`src/rtl/alu_op_sequencer_if.sv`:
```
// Bundle for the sequencer: request channel, ALU drive/return lines and response channel.
// slave is the sequencer; master is the datapath control plus the ALU facing it.
interface alu_op_sequencer_if #(
    parameter int WIDTH = 32
);
    // request channel
    logic             req_valid;
    logic             req_ready;
    logic [WIDTH-1:0] req_a;
    logic [WIDTH-1:0] req_b;
    logic [5:0]       req_funct;
    // ALU drive and return
    logic [WIDTH-1:0] alu_a;
    logic [WIDTH-1:0] alu_b;
    logic [2:0]       alu_op;
    logic [WIDTH-1:0] alu_out;
    logic             alu_zero;
    logic             alu_cout;
    // response channel
    logic             rsp_valid;
    logic             rsp_ready;
    logic [WIDTH-1:0] rsp_result;
    logic             rsp_zero;
    logic             rsp_cout;
    logic             rsp_err;

    modport slave (
        input  req_valid, req_a, req_b, req_funct,
        input  alu_out, alu_zero, alu_cout,
        input  rsp_ready,
        output req_ready,
        output alu_a, alu_b, alu_op,
        output rsp_valid, rsp_result, rsp_zero, rsp_cout, rsp_err
    );

    modport master (
        output req_valid, req_a, req_b, req_funct,
        output alu_out, alu_zero, alu_cout,
        output rsp_ready,
        input  req_ready,
        input  alu_a, alu_b, alu_op,
        input  rsp_valid, rsp_result, rsp_zero, rsp_cout, rsp_err
    );
endinterface

```
`src/rtl/alu_op_sequencer.sv`:
```
// Issuing side of the ripple ALU: accepts a funct-coded request, drives the ALU from
// registers, waits for the carry chain to settle, then returns the captured result.
module alu_op_sequencer #(
    parameter int WIDTH         = 32,
    parameter int SETTLE_CYCLES = 2    // legal range 1..15
) (
    input  logic                clk,
    input  logic                rst_n,
    alu_op_sequencer_if.slave   bus
);
    typedef enum logic [1:0] {
        S_IDLE,
        S_SETTLE,
        S_RESP
    } state_e;

    localparam logic [3:0] SETTLE_LD = 4'(SETTLE_CYCLES);

    state_e           state_q, state_d;
    logic [3:0]       cnt_q, cnt_d;
    // An illegal funct still spends one cycle in SETTLE so its response arrives one edge late.
    logic             err_pend_q, err_pend_d;
    logic             req_ready_q, req_ready_d;
    logic             rsp_valid_q, rsp_valid_d;
    logic [WIDTH-1:0] alu_a_q, alu_a_d;
    logic [WIDTH-1:0] alu_b_q, alu_b_d;
    logic [2:0]       alu_op_q, alu_op_d;
    logic [WIDTH-1:0] rsp_result_q, rsp_result_d;
    logic             rsp_zero_q, rsp_zero_d;
    logic             rsp_cout_q, rsp_cout_d;
    logic             rsp_err_q, rsp_err_d;

    logic             dec_legal;
    logic [2:0]       dec_op;

    // Decode funct into {sub, op[1:0]}; anything outside the five R-type codes is illegal.
    always_comb begin
        // NOTE: every always_comb output gets a default first so no path can infer a latch.
        dec_legal = 1'b1;
        dec_op    = 3'b000;
        unique case (bus.req_funct)
            6'h24:   dec_op = 3'b000;  // AND
            6'h25:   dec_op = 3'b001;  // OR
            6'h20:   dec_op = 3'b010;  // ADD
            6'h22:   dec_op = 3'b110;  // SUB
            6'h2A:   dec_op = 3'b111;  // SLT
            default: dec_legal = 1'b0;
        endcase
    end

    // Next-state and next-output logic; everything holds unless a transition says otherwise.
    always_comb begin
        state_d      = state_q;
        cnt_d        = cnt_q;
        err_pend_d   = err_pend_q;
        alu_a_d      = alu_a_q;
        alu_b_d      = alu_b_q;
        alu_op_d     = alu_op_q;
        rsp_result_d = rsp_result_q;
        rsp_zero_d   = rsp_zero_q;
        rsp_cout_d   = rsp_cout_q;
        rsp_err_d    = rsp_err_q;

        unique case (state_q)
            S_IDLE: begin
                if (bus.req_valid && req_ready_q) begin
                    state_d = S_SETTLE;
                    if (dec_legal) begin
                        alu_a_d    = bus.req_a;
                        alu_b_d    = bus.req_b;
                        alu_op_d   = dec_op;
                        cnt_d      = SETTLE_LD;
                        err_pend_d = 1'b0;
                    end else begin
                        cnt_d      = 4'd1;
                        err_pend_d = 1'b1;
                    end
                end
            end
            S_SETTLE: begin
                cnt_d = cnt_q - 4'd1;
                if (cnt_q == 4'd1) begin
                    state_d      = S_RESP;
                    rsp_err_d    = err_pend_q;
                    rsp_result_d = err_pend_q ? '0   : bus.alu_out;
                    rsp_zero_d   = err_pend_q ? 1'b0 : bus.alu_zero;
                    rsp_cout_d   = err_pend_q ? 1'b0 : bus.alu_cout;
                end
            end
            S_RESP: begin
                if (bus.rsp_ready) state_d = S_IDLE;
            end
            default: state_d = S_IDLE;
        endcase

        // Handshake flags are registered decodes of the next state.
        req_ready_d = (state_d == S_IDLE);
        rsp_valid_d = (state_d == S_RESP);
    end

    // State and datapath registers.
    always_ff @(posedge clk or negedge rst_n) begin
        // NOTE: the operand/result registers are ordinary flops, so they are reset like the
        // control state; a reset mid-operation must leave every output at a known value.
        if (!rst_n) begin
            state_q      <= S_IDLE;
            cnt_q        <= 4'd0;
            err_pend_q   <= 1'b0;
            req_ready_q  <= 1'b1;
            rsp_valid_q  <= 1'b0;
            alu_a_q      <= '0;
            alu_b_q      <= '0;
            alu_op_q     <= 3'b000;
            rsp_result_q <= '0;
            rsp_zero_q   <= 1'b0;
            rsp_cout_q   <= 1'b0;
            rsp_err_q    <= 1'b0;
        end else begin
            // NOTE: non-blocking assignments so every flop samples pre-edge values.
            state_q      <= state_d;
            cnt_q        <= cnt_d;
            err_pend_q   <= err_pend_d;
            req_ready_q  <= req_ready_d;
            rsp_valid_q  <= rsp_valid_d;
            alu_a_q      <= alu_a_d;
            alu_b_q      <= alu_b_d;
            alu_op_q     <= alu_op_d;
            rsp_result_q <= rsp_result_d;
            rsp_zero_q   <= rsp_zero_d;
            rsp_cout_q   <= rsp_cout_d;
            rsp_err_q    <= rsp_err_d;
        end
    end

    assign bus.req_ready  = req_ready_q;
    assign bus.rsp_valid  = rsp_valid_q;
    assign bus.alu_a      = alu_a_q;
    assign bus.alu_b      = alu_b_q;
    assign bus.alu_op     = alu_op_q;
    assign bus.rsp_result = rsp_result_q;
    assign bus.rsp_zero   = rsp_zero_q;
    assign bus.rsp_cout   = rsp_cout_q;
    assign bus.rsp_err    = rsp_err_q;
endmodule
```
`src/flat_wrapper.sv`:
```
// flat-port wrapper written by rule: the top's interface ports become plain ports
module alu_op_sequencer_flat 
#(
    parameter int WIDTH         = 32,
    parameter int SETTLE_CYCLES = 2                        
)
  (clk, rst_n, bus_req_valid, bus_req_a, bus_req_b, bus_req_funct, bus_alu_out, bus_alu_zero, bus_alu_cout, bus_rsp_ready, bus_req_ready, bus_alu_a, bus_alu_b, bus_alu_op, bus_rsp_valid, bus_rsp_result, bus_rsp_zero, bus_rsp_cout, bus_rsp_err);
  alu_op_sequencer_if #(.WIDTH(WIDTH)) bus_i ();
  input  logic clk;
  input  logic rst_n;
  input wire logic [$bits(bus_i.req_valid)-1:0] bus_req_valid;
  input wire logic [$bits(bus_i.req_a)-1:0] bus_req_a;
  input wire logic [$bits(bus_i.req_b)-1:0] bus_req_b;
  input wire logic [$bits(bus_i.req_funct)-1:0] bus_req_funct;
  input wire logic [$bits(bus_i.alu_out)-1:0] bus_alu_out;
  input wire logic [$bits(bus_i.alu_zero)-1:0] bus_alu_zero;
  input wire logic [$bits(bus_i.alu_cout)-1:0] bus_alu_cout;
  input wire logic [$bits(bus_i.rsp_ready)-1:0] bus_rsp_ready;
  output wire logic [$bits(bus_i.req_ready)-1:0] bus_req_ready;
  output wire logic [$bits(bus_i.alu_a)-1:0] bus_alu_a;
  output wire logic [$bits(bus_i.alu_b)-1:0] bus_alu_b;
  output wire logic [$bits(bus_i.alu_op)-1:0] bus_alu_op;
  output wire logic [$bits(bus_i.rsp_valid)-1:0] bus_rsp_valid;
  output wire logic [$bits(bus_i.rsp_result)-1:0] bus_rsp_result;
  output wire logic [$bits(bus_i.rsp_zero)-1:0] bus_rsp_zero;
  output wire logic [$bits(bus_i.rsp_cout)-1:0] bus_rsp_cout;
  output wire logic [$bits(bus_i.rsp_err)-1:0] bus_rsp_err;
  assign bus_i.req_valid = bus_req_valid;
  assign bus_i.req_a = bus_req_a;
  assign bus_i.req_b = bus_req_b;
  assign bus_i.req_funct = bus_req_funct;
  assign bus_i.alu_out = bus_alu_out;
  assign bus_i.alu_zero = bus_alu_zero;
  assign bus_i.alu_cout = bus_alu_cout;
  assign bus_i.rsp_ready = bus_rsp_ready;
  assign bus_req_ready = bus_i.req_ready;
  assign bus_alu_a = bus_i.alu_a;
  assign bus_alu_b = bus_i.alu_b;
  assign bus_alu_op = bus_i.alu_op;
  assign bus_rsp_valid = bus_i.rsp_valid;
  assign bus_rsp_result = bus_i.rsp_result;
  assign bus_rsp_zero = bus_i.rsp_zero;
  assign bus_rsp_cout = bus_i.rsp_cout;
  assign bus_rsp_err = bus_i.rsp_err;
  alu_op_sequencer #(.WIDTH(WIDTH), .SETTLE_CYCLES(SETTLE_CYCLES)) u_core (.clk(clk), .rst_n(rst_n), .bus(bus_i));
endmodule
```
`config.mk`:
```
export PLATFORM = sky130hd
export DESIGN_NAME = alu_op_sequencer_flat
export DESIGN_NICKNAME = d
export VERILOG_FILES = /design/src/rtl/alu_op_sequencer_if.sv /design/src/rtl/alu_op_sequencer.sv /design/src/flat_wrapper.sv
export SDC_FILE = /design/constraint.sdc
export NUM_CORES = 1
export LEC_CHECK = 0
export BUFFER_PORTS_ARGS = -buffer_cell sky130_fd_sc_hd__buf_4
export CORE_UTILIZATION = 50
export DETAILED_ROUTE_END_ITERATION = 8
export GPL_TIMING_DRIVEN = 0
export PLACE_DENSITY = 0.85
export SYNTH_ARGS = -nofsm -noshare
export SYNTH_HDL_FRONTEND = slang
export SYNTH_SLANG_ARGS = --single-unit
```
`constraint.sdc`:
```
create_clock -name clk -period 3.8 [get_ports clk]
set_input_delay 0.76 -clock clk [delete_from_list [all_inputs] [get_ports clk]]
set_output_delay 0.76 -clock clk [all_outputs]
set_load 0.02 [all_outputs]
```
==> metrics.cfg <==
[clocking]
clockBufferDepth=2
cts_sinks=111
cts_tree=yes
cts_buffers=9
cts-root-buf=clkbuf_8
clk_latency_ps=360
hold_buffers=0
cts_setup_buffers=0
clk_pin_slew_ps=110
cts.htree.levels=3
ctsResizeCount=0

[logic_synthesis]
synth_seq_cells=111
synth_edf_count=0
ys_top_cells_by_area=dfrtp_1 60%, mux2_2 20%, mux2_4 5.6%
yosysSeqAreaShare_pct=60.9
yosys.area_share.xor_xnor_pct=0
synth-simple-area-share_pct=8.09
yosys.area.top_type=dfrtp_1
ys.flop_type=dfrtp_1
synth_compound_area_share_pct=1.62
muxShareOfSynthArea_pct=26.7
ys_warn_count=0
synth_adder_area_share_pct=0.549
synth_commonest_cells=110 x dfrtp_1, 83 x mux2_2, 36 x nor2b_1
synthesis.nets=411
yosysMostFrequentCell=dfrtp_1
netlist_area_um2=4560
synth_top_area_share_pct=60.3
postSynthAreaPerCell_um2=15.2
synth.distinct_cells=33
async_flop_share_pct=100
synth_top_family_by_area=multiplexers
synthCells=301

[floorplan]
io_pins=212
die_h_um=97.5
row_count=34
dieArea_um2=9510
coreArea_um2=8760
die_w_um=97.5
initial_core_util_pct=52.1

[sta]
layout_min_cycle_time_ps=1870
finalClockSkew_ps=17.1
rsz0062_at_grt=no
fin_tns_setup_ps=0
finalCritPeriodShare_pct=49.2
setup_slack_ps=1930
max_freq_mhz=535
relSlewSlack_pct=62.7
hold_viol=0
whs_ps=191
slew_viol_final=0
setup_violations=0
worst_pin_slew_ps=560

[route]
post_drt_wl_per_cell_um=17.0
dr.pass1.iters=4
vias_per_cell=5.03
via_count=3205
drtIter0Drc=64
routed_wl_um=10800
drc_errors=0
ant_nets=0

[global_route]
track_usage_pct=22.9
met2_usage_pct=39.9
grt-busiest-layer=met2
grt_pass1_wl_um=17100
antenna_found_initial=0
gr-total-overflow=0
grt_max_degree=112
grtUsageMet3_pct=8.35
first_global_vias=3511
met1_usage_pct=26.6

[critical_path]
critical_path_class=reg2reg
crit_path_end_kind=flip-flop
crit_chain=inv_1 > ha_1 > nor3b_1 > nand2_2 > buf_2 > mux2_2
cp_max_fo=10
startpoint_type=flip-flop
max_stage_delay_ps=400
reg2reg_depth=6
arrival_ps=2110
cp.required_ps=4040
cp_top_family=simple AND/OR/NAND/NOR gates
crit_slowest_cell=dfrtp_1
cp.depth=6
crit_buf_inv=2

[power]
p_per_area_nw_per_um2=799
vdd.ir_drop.worst_v=0.000488
p_total_w=0.00520
p_leak_nw=3.46

[layout]
syn_to_final_growth_pct=42.8
design_area_um2=6520
num_antenna_cells=0
drive_above_1_share_pct=64.7
final_nets=634
nFillCells=577

[placement]
place.gp.congestion=0.811
dp_worst_setup_slack_ps=1590
placed_cell_area_um2=6280
dpl.hpwl_um=8010
port_buffers=211

[flow_run]
cap_violations=0

[worst_hold_path]
hp-class=in2async

[run_status]
status=complete, no violations

==> path summary, 6_finish.rpt <==
path | from | to | slack, ps
setup / recovery | u_core.cnt_q[1] | u_core.bus.rsp_result[26] | 1930
hold / removal | rst_n | u_core.bus.rsp_result[27] | 190
setup reg to reg | u_core.cnt_q[1] | u_core.bus.rsp_result[26] | 1930
hold reg to reg | u_core.cnt_q[3] | u_core.cnt_q[3] | 500
max in group asynchronous | rst_n | u_core.bus.alu_a[6] | 2910
min in group clk | u_core.cnt_q[3] | u_core.cnt_q[3] | 500
==> area by class of cell <==
type | instances | area (um^2) | area share (%)
Clock buffer | 13 | 179 | 2.75
Multi-Input combinational cell | 173 | 1690 | 25.9
Buffer | 13 | 80.1 | 1.23
Tap cell | 108 | 135 | 2.07
Timing Repair Buffer | 212 | 1620 | 24.8
Clock inverter | 3 | 25.0 | 0.384
Sequential cell | 111 | 2780 | 42.6
Inverter | 4 | 15.0 | 0.230
==> cell families after synthesis <==
logic type	Yosys count
simple gates	57
mux	103
compound gates	11
buf+inv	17
flops	111
fa+ha+maj	2
==> layer usage <==
metal | up-vias | wire length (um)
met4 | 0 | 145
met1 | 1571 | 4110
met5 | - | 0
met2 | 137 | 5610
li1 | 1483 | -
met3 | 14 | 936
==> per-stage QoR <==
step	util, %	std cells
after floorplan	-	301
after global placement	71.7	620
after detailed placement	71.7	620
after CTS	74.0	636
after global routing	74.4	637
final	74.4	637
==> flip-flops by register name (all words and copies together), names as in the netlist, 2 cells and up <==
register	count
u_core.bus.alu_a	32
u_core.bus.alu_b	32
u_core.bus.rsp_result	32
u_core.cnt_q	4
u_core.bus.alu_op	3
u_core.state_q	2
==> power by group <==
| part | switching, W | internal (W) | total [W] |
|---|---|---|---|
| registers | 0.000320 | 0.00172 | 0.00204 |
| clock network | 0.000391 | 0.000314 | 0.000705 |
| logic | 0.00123 | 0.00123 | 0.00246 |
==> cell usage in the layout, fill, tap and decap left out, types with 2 or more instances in the layout <==
cell type / count
a21oi_1: 2
clkinv_4: 2
mux2i_1: 3
ha_1: 2
nand2_1: 5
nor2b_1: 36
buf_6: 4
nor4bb_1: 2
nand2b_1: 3
clkbuf_8: 13
clkbuf_1: 3
inv_1: 4
mux2_4: 17
mux2_2: 83
dfrtp_1: 110
buf_2: 7
o21ai_0: 3
buf_4: 210
Power figures use the tool's default switching activity.
